## config.mk

```make
export PLATFORM = sky130hd
export DESIGN_NAME = fetch_queue
export DESIGN_NICKNAME = d
export VERILOG_FILES = /design/src/rtl/fetch_queue_pkg.sv /design/src/rtl/fetch_fifo.sv /design/src/rtl/fetch_queue.sv
export SDC_FILE = /design/constraint.sdc
export NUM_CORES = 1
export LEC_CHECK = 0
export BUFFER_PORTS_ARGS = -buffer_cell sky130_fd_sc_hd__buf_2
export CORE_ASPECT_RATIO = 2
export CORE_MARGIN = 2
export CORE_UTILIZATION = 53
export DETAILED_ROUTE_END_ITERATION = 7
export PLACE_DENSITY = 0.84
export SETUP_SLACK_MARGIN = 0.05
export SLEW_MARGIN = 40
export SYNTH_ARGS = -nofsm -noshare
export SYNTH_HDL_FRONTEND = slang
export SYNTH_SLANG_ARGS = --single-unit
```

## constraint.sdc

```tcl
create_clock -name Clk -period 2.6 [get_ports Clk]
set_input_delay 0.13 -clock Clk [delete_from_list [all_inputs] [get_ports Clk]]
set_output_delay 0.13 -clock Clk [all_outputs]
set_load 0.05 [all_outputs]
```

## src/rtl/fetch_queue_pkg.sv

```systemverilog
// Fetch queue shared types and constants.
// Entry layout, widths, nop encoding and reset PC.
package fetch_queue_pkg;

  localparam int XLEN = 32;

  localparam logic [XLEN-1:0] NOP_INSTR = 32'h0000_0000;
  localparam logic [XLEN-1:0] DEF_RESET_PC = 32'h0000_3000;

  typedef struct packed {
    logic [XLEN-1:0] instr;
    logic [XLEN-1:0] pc4;
  } fq_entry_t;

  function automatic logic [XLEN-1:0] pc_plus4(
    input logic [XLEN-1:0] pc
  );
    return pc + 32'd4;
  endfunction

endpackage

```

## src/rtl/fetch_fifo.sv

```systemverilog
// Fetch queue storage: circular buffer of entries,
// head/tail pointers, occupancy and synchronous flush.
module fetch_fifo
  import fetch_queue_pkg::*;
#(
  parameter int DEPTH = 4,
  localparam int PTR_W = $clog2(DEPTH),
  localparam int CNT_W = $clog2(DEPTH + 1)
) (
  input  logic             Clk,
  input  logic             Reset_n,
  input  logic             flush,
  input  logic             push,
  input  logic             pop,
  input  fq_entry_t        wdata,
  output fq_entry_t        head,
  output logic [CNT_W-1:0] count,
  output logic             valid,
  output logic             full
);

  fq_entry_t        mem [DEPTH];
  logic [PTR_W-1:0] head_ptr;
  logic [PTR_W-1:0] tail_ptr;
  logic             do_push;
  logic             do_pop;

  assign valid = (count != '0);
  assign full  = (count == CNT_W'(DEPTH));

  assign do_pop  = pop & valid & ~flush;
  assign do_push = push & ~flush & (~full | do_pop);

  // Storage is never cleared; an empty count masks stale data.
  always_ff @(posedge Clk) begin
    if (do_push) begin
      mem[tail_ptr] <= wdata;
    end
  end

  always_ff @(posedge Clk or negedge Reset_n) begin
    if (!Reset_n) begin
      head_ptr <= '0;
      tail_ptr <= '0;
      count    <= '0;
    end else if (flush) begin
      head_ptr <= '0;
      tail_ptr <= '0;
      count    <= '0;
    end else begin
      if (do_push) begin
        tail_ptr <= tail_ptr + 1'b1;
      end
      if (do_pop) begin
        head_ptr <= head_ptr + 1'b1;
      end
      unique case ({do_push, do_pop})
        2'b10:   count <= count + 1'b1;
        2'b01:   count <= count - 1'b1;
        default: count <= count;
      endcase
    end
  end

  assign head = mem[head_ptr];

endmodule

```

## src/rtl/fetch_queue.sv

```systemverilog
// Decoupled instruction fetch: PCF register feeding a
// small queue in front of decode, with redirect flush.
module fetch_queue
  import fetch_queue_pkg::*;
#(
  parameter int DEPTH = 4,
  parameter int ADDR_W = 10,
  parameter logic [31:0] RESET_PC = DEF_RESET_PC,
  localparam int CNT_W = $clog2(DEPTH + 1)
) (
  input  logic              Clk,
  input  logic              Reset_n,
  input  logic              Redirect,
  input  logic [31:0]       RedirectPC,
  input  logic              PauseD,
  output logic [ADDR_W-1:0] ImAddr,
  input  logic [31:0]       ImInstr,
  output logic [31:0]       IRD,
  output logic [31:0]       PC4D,
  output logic              ValidD,
  output logic [CNT_W-1:0]  Count
);

  logic [XLEN-1:0] pcf;
  logic            push;
  logic            pop;
  logic            full;
  fq_entry_t       wr_entry;
  fq_entry_t       head;
  logic            unused_redirect_lsb;

  assign unused_redirect_lsb = ^RedirectPC[1:0];

  assign ImAddr = pcf[ADDR_W+1:2];

  assign pop  = ValidD & ~PauseD & ~Redirect;
  assign push = ~Redirect & (~full | pop);

  assign wr_entry.instr = ImInstr;
  assign wr_entry.pc4   = pc_plus4(pcf);

  always_ff @(posedge Clk or negedge Reset_n) begin
    if (!Reset_n) begin
      pcf <= RESET_PC;
    end else if (Redirect) begin
      pcf <= {RedirectPC[31:2], 2'b00};
    end else if (push) begin
      pcf <= pc_plus4(pcf);
    end
  end

  fetch_fifo #(
    .DEPTH(DEPTH)
  ) u_fifo (
    .Clk    (Clk),
    .Reset_n(Reset_n),
    .flush  (Redirect),
    .push   (push),
    .pop    (pop),
    .wdata  (wr_entry),
    .head   (head),
    .count  (Count),
    .valid  (ValidD),
    .full   (full)
  );

  // Decode side sees only registered state, zeroed when empty.
  assign IRD  = ValidD ? head.instr : NOP_INSTR;
  assign PC4D = ValidD ? head.pc4 : 32'h0;

endmodule

```

======== After elaboration in Yosys (flattened, before gate mapping) ========
Memory sizes are Yosys's and may differ from the RTL's.
Cells that the tools add are included.
word-level totals
  bits in registers ....................... 39
  memory bits (writable) .................. 256
  input bits .............................. 68
  output and inout bits ................... 78
  logic and storage cells ................. 42
  memories kept ........................... 1
memory list
  memory      words  width  rd ports  clocked after Yosys merged registers in  wr ports  RTL line          source
  u_fifo.mem  4      64     1         0                                        1         fetch_fifo.sv:22  fq_entry_t mem [DEPTH];
operators by class
  $add $sub $neg .......................... 5
  equality and inequality tests ........... 3
  multiplexer cells ....................... 12
  bitwise logic cells ..................... 12
  reduce and logical (&&, ||, !) cells .... 5
operators with widths
  cell                     count
  $mux W32                 4
  $add A32 B3 Y32 const B  1
  $mux W2                  4
  $and A1 B1 Y1            7
  $pmux W3 S2              1
  $reduce_bool A2 Y1       3
  $reduce_bool A3 Y1       2
  $add A2 B1 Y2 const B    2
  $add A3 B1 Y3 const B    1
  $eq A3 B3 Y1 const B     1
  $mux W3                  1
  $not A1 Y1               3
  $sub A3 B1 Y3 const B    1
  $eq A2 B1 Y1 const B     1
  $eq A2 B2 Y1 const B     1
  $mux W1                  2
  $or A1 B1 Y1             2

======== Longest topological paths before layout ========
Gate-level depths: netlist of run 1.
  depth after elaboration ................. 10
  gate-level depth with buffers ........... 8
  mapped depth without buffers ............ 6

======== Hierarchy ========
A second synthesis of run 1 with hierarchy kept.
unflattened totals
  cell total of the unflattened synthesis .. 746
  area, all modules ....................... 12532.0 um^2
by module, submodules not included
  module       times used  cells an instance  area an instance (um^2)  sequential area each (um^2)
  fetch_fifo   1           397                9835.7                   7862.5
  fetch_queue  1           349                2696.3                   753.2

======== Least setup slack after synthesis of run 1 ========
No wires, ideal clock.
  path kind ............................... flip-flop to flip-flop
  start point ............................. register u_fifo.count[0]
  end point ............................... memory u_fifo.mem[0][10] in the netlist's numbering, enable pin
  setup time .............................. 0.427 ns
  arrival time ............................ 2.740 ns
  slack ................................... -0.567 ns
  cell stages (with the launch flop) ...... 5
  buffers on the path ..................... 0
  period minus slack after synthesis ...... 3.167 ns
  cell sequence ........................... dfrtp_1 > inv_1 > ha_1 > nand3_1 > and3_1
between the ends
  cells in the longest elaborated chain, start to end .. 9
  elaborated cells between the ends (all ways) .. 14
  classes of those cells .................. 1 x eq/ne; 2 x mux; 10 x bitwise; 1 x reduce/logical
ends and longest elaborated chain
  item                                                  RTL line                             source
  from (decl)                                           fetch_fifo.sv:17                     output logic [CNT_W-1:0] count,
  from (signal assigned)                                fetch_fifo.sv:58                     2'b10: count <= count + 1'b1;
  from (signal assigned)                                fetch_fifo.sv:59                     2'b01: count <= count - 1'b1;
  from (signal assigned)                                fetch_fifo.sv:60                     default: count <= count;
  $reduce_bool A3 Y1                                    fetch_fifo.sv:28                     assign valid = (count != '0);
  $and A1 B1 Y1 (2 in a row)                            fetch_queue.sv:36                    assign pop = ValidD & ~PauseD & ~Redirect;
  $or A1 B1 Y1 / $and A1 B1 Y1 (equally long branches)  fetch_queue.sv:37, fetch_fifo.sv:31
  $and A1 B1 Y1 (on tied branches)                      fetch_queue.sv:37, fetch_fifo.sv:31
  $and A1 B1 Y1 / $or A1 B1 Y1 (equally long branches)  fetch_fifo.sv:32                     assign do_push = push & ~flush & (~full | do_pop);
  $and A1 B1 Y1 (*)                                     fetch_fifo.sv:32
  $mux W1 (*)                                           fetch_fifo.sv:36                     if (do_push) begin
  $mux W1 (not written as such) (*)                     fetch_fifo.sv:37                     mem[tail_ptr] <= wdata;
  to (decl)                                             fetch_fifo.sv:22
Mark *: on every way between the ends. The rest lies on a longest branch, timed or not.

======== Worst setup path in the final report of run 1 ========
  start point ............................. register u_fifo.count[0]
  end point ............................... output IRD[2]
between the ends
  cells in the longest elaborated chain, start to end .. 2
ends and longest elaborated chain
  item                RTL line           source
  $reduce_bool A3 Y1  fetch_fifo.sv:28
  $mux W32            fetch_queue.sv:68  assign IRD = ValidD ? head.instr : NOP_INSTR;
  to (decl)           fetch_queue.sv:18  output logic [31:0] IRD,
Every way passes these cells.

==> results.sh, run 1 <==
export IMPL_status="completed"
export IMPL_drive_gt1_share_pct=28.7
export IMPL_diodes=0
export IMPL_routedWlPerCell_um=20.1
export IMPL_p_total_mw=13.6
export IMPL_numCtsBuffers=22
export IMPL_nNetsFinal=1014
export IMPL_setup_viol=0
export IMPL_r2r_end="pcf[12]"
export IMPL_dr_first_iter_drc_count=458
export IMPL_ir_worst_vdd_uv=695
export IMPL_die_x_um=111
export IMPL_setup_tns_ns=0
export IMPL_fp_row_count=78
export IMPL_drt_total_wl_um=24800
export IMPL_p_leak_nw=5.23
export IMPL_rsz0062_at_grt="no"
export IMPL_drc=0
export IMPL_dp_hpwl_um=15300
export IMPL_fin_util_pct=65.6
export IMPL_clock_sinks=285
export IMPL_io_pins=146
export IMPL_grt_pass1_vias=7399
export IMPL_port_buffers=141
export IMPL_cts_tree="done"
export IMPL_dp_cells=1125
export IMPL_syn_avg_cell_area_um2=16.4
export IMPL_antenna_found_initial=0
export IMPL_worstPathMaxFanout=63
export IMPL_slew_viol_final=0
export IMPL_finalClockSkew_ns=0.0116
export IMPL_final_common_cell="edfxtp_1"
export IMPL_fin_crit_sh_pct=91.5
export IMPL_slew_headroom_pct=65.9
export IMPL_grt_max_degree=64
export IMPL_grt_first_pass_wirelength_um=39200
export IMPL_cts_root_buffer="clkbuf_16"
export IMPL_gr_total_overflow=0
export IMPL_worst_hold_path_type="input port to async pin"
export IMPL_tightest_slew_ns=0.512
export IMPL_dr_total_vias=7078
export IMPL_start_kind="register"
export IMPL_initial_core_util_pct=53.7
export IMPL_worstPathRequired_ns=2.47
export IMPL_synth_distinct_cells=46
export IMPL_max_freq_mhz=420
export IMPL_layout_cells_non_filler=1235
export IMPL_ant_nets=0
export IMPL_rr_startpoint="pcf[2]"
export IMPL_first_pass_iters=5
export IMPL_coreArea_um2=22600
export IMPL_grtUsageTotal_pct=20.6
export IMPL_r2r_worst_path_cells=5
export IMPL_end_kind="primary output"
export IMPL_clk_latency_ns=0.52
export IMPL_fp_dieH_um=218
export IMPL_yosys_warnings=0
export IMPL_syn_area_um2=12200
export IMPL_cts_path_max_buffers=3
export IMPL_clk_pin_slew_worst_paths_ns=0.07
export IMPL_synth_edf_count=248
export IMPL_syn_instance_count=740
export IMPL_async_reset_ff_share_pct=13.0
export IMPL_h_tree_depth=1
export IMPL_p_per_area_nw_per_um2=917
export IMPL_final_hold_violation_count=0
export IMPL_via_per_inst=5.73
export IMPL_yosysSeqAreaShare_pct=68.8
export IMPL_path_class="register to primary output"
export IMPL_arrival_ns=2.25
export IMPL_die_area_um2=24300
export IMPL_reg2reg_slack_ns=0.28
export IMPL_areaGrowthSynthToFinish_pct=22.0
export IMPL_cap_violations=0
export IMPL_most_common_layout_cells="edfxtp_1, buf_2, dlygate4sd3_1"
export IMPL_synth_ff_type="edfxtp_1"
export IMPL_fin_crit_ns=2.38
export IMPL_synth_ff_latch_count=285
export IMPL_gp_congestion=0.864
[worst max-delay path by stage]
| stage | startpoint | endpoint | cells after the start |
|---|---|---|---|
| floorplan | u_fifo.count[0] | u_fifo.mem[1][10] | 4 |
| global placement | u_fifo.count[0] | pcf[31] | 6 |
| detailed placement | pcf[4] | u_fifo.mem[3][19] | 4 |
| CTS | u_fifo.count[0] | PC4D[5] | 7 |
| global route | u_fifo.count[0] | PC4D[5] | 7 |
| finish | u_fifo.count[0] | IRD[2] | 7 |
[routing by layer]
metal | vias up | wire length (um) | track usage (%)
met1 | 3549 | 8920 | 23.6
met5 | - | 0 | 0
met3 | 53 | 987 | 1.97
met4 | 0 | 928 | 9.14
li1 | 3244 | - | -
met2 | 232 | 14000 | 39.1
[state kept, by name (all words and copies together), names as in the netlist]
signal	flops
u_fifo.tail_ptr	2
u_fifo.count	3
pcf	30
u_fifo.head_ptr	2
u_fifo.mem	248
[critical path, stage by stage (launching register included)]
cell,delay (ns)
dfrtp_1,0.37
inv_1,0.08
ha_1,0.23
nor2b_2,0.19
inv_1,0.12
buf_12,0.25
and2_1,0.19
buf_2,0.27
[kinds of logic after synthesis]
group,count (synthesis),share of synthesized area [%]
XOR/XNOR,40,2.88
AO/OA/AOI/OAI,53,2.69
flip-flops,285,68.8
buffers and inverters,67,2.96
other,1,0.0308
AND/OR/NAND/NOR,223,10.3
adder cells (fa/ha/maj),7,0.720
multiplexers,64,11.6
[timing repair]
action,in CTS,in global routing
setup buffers,6,0
hold buffers,64,0
resized for setup,1,4
endpoints found under the hold margin,196,0
endpoints found under the setup margin,50,56
[power by group]
| part | switching, mW | leakage, nW | internal [mW] |
|---|---|---|---|
| Clock | 1.47 | 0.337 | 1.81 |
| Sequential | 0.175 | 2.71 | 5.38 |
| Combinational | 3.00 | 2.19 | 1.78 |
[stage by stage]
step                area, um2  worst slack [ns]  hold WS, ns
finish                  14800             0.220        0.113
global route            14800             0.112        0.163
CTS                     14800             0.110        0.117
detailed placement      13400             0.317        0.132
global placement        13400             0.414        0.282
floorplan               12200             0.115       -0.166
[final cells by class]
type                       count  area, um2
sequential                   285       8380
fill                        1585       7790
multi-input combinational    389       3440
timing repair buffer         232       1940
clock buffer                  26        587
tap                          280        350
clock inverter                14        109
inverter                       9       33.8
[synthesized netlist by cell type (2+ instances only)]
cell type,number,area (um2)
a21oi_1,6,30.0
nor2b_1,3,18.8
inv_1,9,33.8
nor2_1,30,113
dfrtp_1,35,876
nor3_1,12,60.1
mux2i_1,2,20.0
nand2_1,36,135
a31oi_1,12,75.1
a22oi_1,2,15.0
or4_1,17,128
a211o_1,2,17.5
nand3_1,19,95.1
xor2_1,17,149
buf_6,5,56.3
clkbuf_2,2,10.0
dfstp_2,2,52.6
o211ai_1,2,15.0
and4_1,2,17.5
edfxtp_1,248,7450
and2_1,62,388
nor4_1,7,43.8
mux4_2,62,1400
clkbuf_1,27,101
or4_4,2,22.5
and3_1,8,50.1
buf_1,3,11.3
xnor2_1,23,201
o31ai_1,11,82.6
nand4_1,11,68.8
or3_1,6,37.5
buf_4,15,113
ha_1,7,87.6
buf_2,5,25.0
o21ai_0,17,85.1
Note: power is estimated with default switching activity, not from simulation.
==> run 2: changes to the inputs <==
--- a/config.mk
+++ b/config.mk
@@ -6,11 +6,13 @@
 export NUM_CORES = 1
 export LEC_CHECK = 0
 export BUFFER_PORTS_ARGS = -buffer_cell sky130_fd_sc_hd__buf_2
+export CELL_PAD_IN_SITES_DETAIL_PLACEMENT = 0
+export CELL_PAD_IN_SITES_GLOBAL_PLACEMENT = 2
 export CORE_ASPECT_RATIO = 2
 export CORE_MARGIN = 2
-export CORE_UTILIZATION = 53
+export CORE_UTILIZATION = 38
 export DETAILED_ROUTE_END_ITERATION = 7
-export PLACE_DENSITY = 0.84
+export PLACE_DENSITY = 0.82
 export SETUP_SLACK_MARGIN = 0.05
 export SLEW_MARGIN = 40
 export SYNTH_ARGS = -nofsm -noshare
==> run 2 against run 1 <==
Against the previous run: routed wire length is 6.8% higher; cell count up 12%; sequential share of layout area hardly changed; clock skew increased by 0.0050 ns; fmax is 2.7% lower; utilization shrank 18 points; critical path depth did not move; count of clock-buffer cells in the layout rose by 4; worst setup slack worse by 0.067 ns; die area is 38% higher; via count shrank 1.3%; non-clock buffer count unchanged; highest routed layer unchanged.
==> results.sh, run 2 (synthesis gave the netlist of run 1 again) <==
export IMPL_ir_worst_vdd_uv=374
export IMPL_gr_total_overflow=0
export IMPL_clk_pin_slew_worst_paths_ns=0.07
export IMPL_critPathLaunch="u_fifo.count[0]"
export IMPL_grt_max_degree=64
export IMPL_die_area_um2=33600
export IMPL_coreArea_um2=31500
export IMPL_final_seq_area_um2=8380
export IMPL_dp_hpwl_um=16600
export IMPL_largest_register_ffs=248
export IMPL_reg2reg_slack_ns=0.28
export IMPL_antenna_found_initial=0
export IMPL_setup_ws_ns=0.153
export IMPL_setup_tns_ns=0
export IMPL_cts_path_max_buffers=3
export IMPL_initial_core_util_pct=38.6
export IMPL_post_place_ws_ns=0.253
export IMPL_end_kind="primary output"
export IMPL_final_hold_violation_count=0
export IMPL_most_common_layout_cells="edfxtp_1, buf_2, dlygate4sd3_1"
export IMPL_setup_viol=0
export IMPL_num_fill_cells=2818
export IMPL_regMostFlops="u_fifo.mem"
export IMPL_rsz0062_at_grt="no"
export IMPL_drt_total_wl_um=26500
export IMPL_multiInputGateArea_um2=3450
export IMPL_fp_dieH_um=257
export IMPL_grtUsageTotal_pct=16.0
export IMPL_rr_startpoint="pcf[12]"
export IMPL_clock_sinks=285
export IMPL_power_switching_mw=4.68
export IMPL_comb_power_share_pct=31.8
export IMPL_drc=0
export IMPL_critPathCapture="PC4D[11]"
export IMPL_areaGrowthSynthToFinish_pct=22.0
export IMPL_r2r_worst_path_cells=4
export IMPL_p_per_area_nw_per_um2=911
export IMPL_gp_congestion=0.825
export IMPL_pwr_share_seq_pct=41.0
export IMPL_status="completed"
export IMPL_die_x_um=131
export IMPL_slew_viol_final=0
export IMPL_cts_root_buffer="clkbuf_16"
export IMPL_h_tree_depth=1
export IMPL_fp_row_count=92
export IMPL_arrival_ns=2.32
export IMPL_clk_latency_ns=0.53
export IMPL_switching_share_pct=34.5
export IMPL_finalClockSkew_ns=0.0166
export IMPL_grt_first_pass_wirelength_um=41000
export IMPL_fin_crit_ns=2.45
export IMPL_slew_headroom_pct=62.4
export IMPL_tightest_slew_ns=0.558
export IMPL_final_common_cell="edfxtp_1"
export IMPL_diodes=0
export IMPL_dr_total_vias=6988
export IMPL_path_class="register to primary output"
export IMPL_nNetsFinal=1016
export IMPL_r2r_end="u_fifo.mem[0][29]"
export IMPL_ant_nets=0
export IMPL_start_kind="register"
export IMPL_pwr_share_clk_pct=27.2
export IMPL_drive_gt1_share_pct=29.6
export IMPL_io_pins=146
export IMPL_numCtsBuffers=24
export IMPL_cts_tree="done"
export IMPL_max_freq_mhz=409
export IMPL_dr_first_iter_drc_count=306
export IMPL_worstPathRequired_ns=2.47
export IMPL_worstPathMaxFanout=63
export IMPL_port_buffers=141
export IMPL_largestRegisters="u_fifo.mem x248, pcf x30, u_fifo.count x3"
export IMPL_first_pass_iters=4
export IMPL_p_leak_nw=5.21
export IMPL_cap_violations=0
export IMPL_grt_pass1_vias=7449
export IMPL_routedWlPerCell_um=19.2
export IMPL_fin_crit_sh_pct=94.1
export IMPL_worst_hold_path_type="input port to async pin"
export IMPL_p_int_mw=8.86
export IMPL_via_per_inst=5.06
run 2: cell count changes in the layout (fill, tap and decap cells not counted), sizes merged:
cell,before,now
clkinv,11,8
bufinv,2,3
clkbuf,26,30
run 2: final cells by class:
class	instances	share of cell area, %
Clock buffer	30	4.47
Multi-Input combinational cell	389	23.2
Clock inverter	12	0.952
Tap cell	423	3.56
Sequential cell	285	56.4
Timing Repair Buffer	232	11.1
Inverter	9	0.227
run 2: worst max-delay path, cell delays in order (launching register included):
cell      delay, ns
dfrtp_1        0.40
inv_1          0.09
ha_1           0.20
nor2b_2        0.26
clkinv_1       0.14
buf_12         0.19
and2_1         0.22
buf_2          0.21
run 2: metrics by stage:
stage          cell area, um2  cells  hold WS, ns  power [mW]  util [%]
6_report                14900   1380        0.131        13.5      47.1
3_5_place_dp            13400   1272        0.142        9.96      42.4
2_1_floorplan           12200    741       -0.166        8.82         -
3_3_place_gp            13400   1272        0.326        9.91      42.4
5_1_grt                 14900   1380        0.153        14.1      47.1
4_1_cts                 14800   1380        0.124        13.8      47.1
run 2: timing repair:
item | in CTS | in global routing
resized for setup | 1 | 1
setup endpoints to repair | 3 | 2
setup buffers | 2 | 0
endpoints found under the hold margin | 197 | 0
gates cloned | 0 | 0
hold buffers | 64 | 0
run 2: power groups by stage:
stage / sequential (mW) / combinational, mW / clock, mW
5_1_grt: 5.58 / 4.60 / 3.96
3_5_place_dp: 5.67 / 4.29 / 0
2_1_floorplan: 5.62 / 3.21 / 0
3_3_place_gp: 5.65 / 4.27 / 0
6_report: 5.55 / 4.31 / 3.68
4_1_cts: 5.55 / 4.41 / 3.80
run 2: per-layer routing:
metal | up-vias | track usage, % | wire [um]
li1 | 3253 | - | -
met1 | 3556 | 17.1 | 9710
met3 | 37 | 1.56 | 727
met4 | 0 | 5.38 | 653
met2 | 142 | 31.6 | 15400
met5 | - | 0 | 0
run 2: worst min-delay path by stage:
| stage | slack, ns | end | cells past startpoint |
|---|---|---|---|
| after floorplan | -0.17 | pcf[10] | 0 |
| after global placement | 0.33 | pcf[2] | 1 |
| after detailed placement | 0.14 | pcf[2] | 1 |
| after CTS | 0.12 | pcf[2] | 2 |
| after global routing | 0.15 | pcf[3] | 2 |
| final | 0.13 | pcf[6] | 2 |
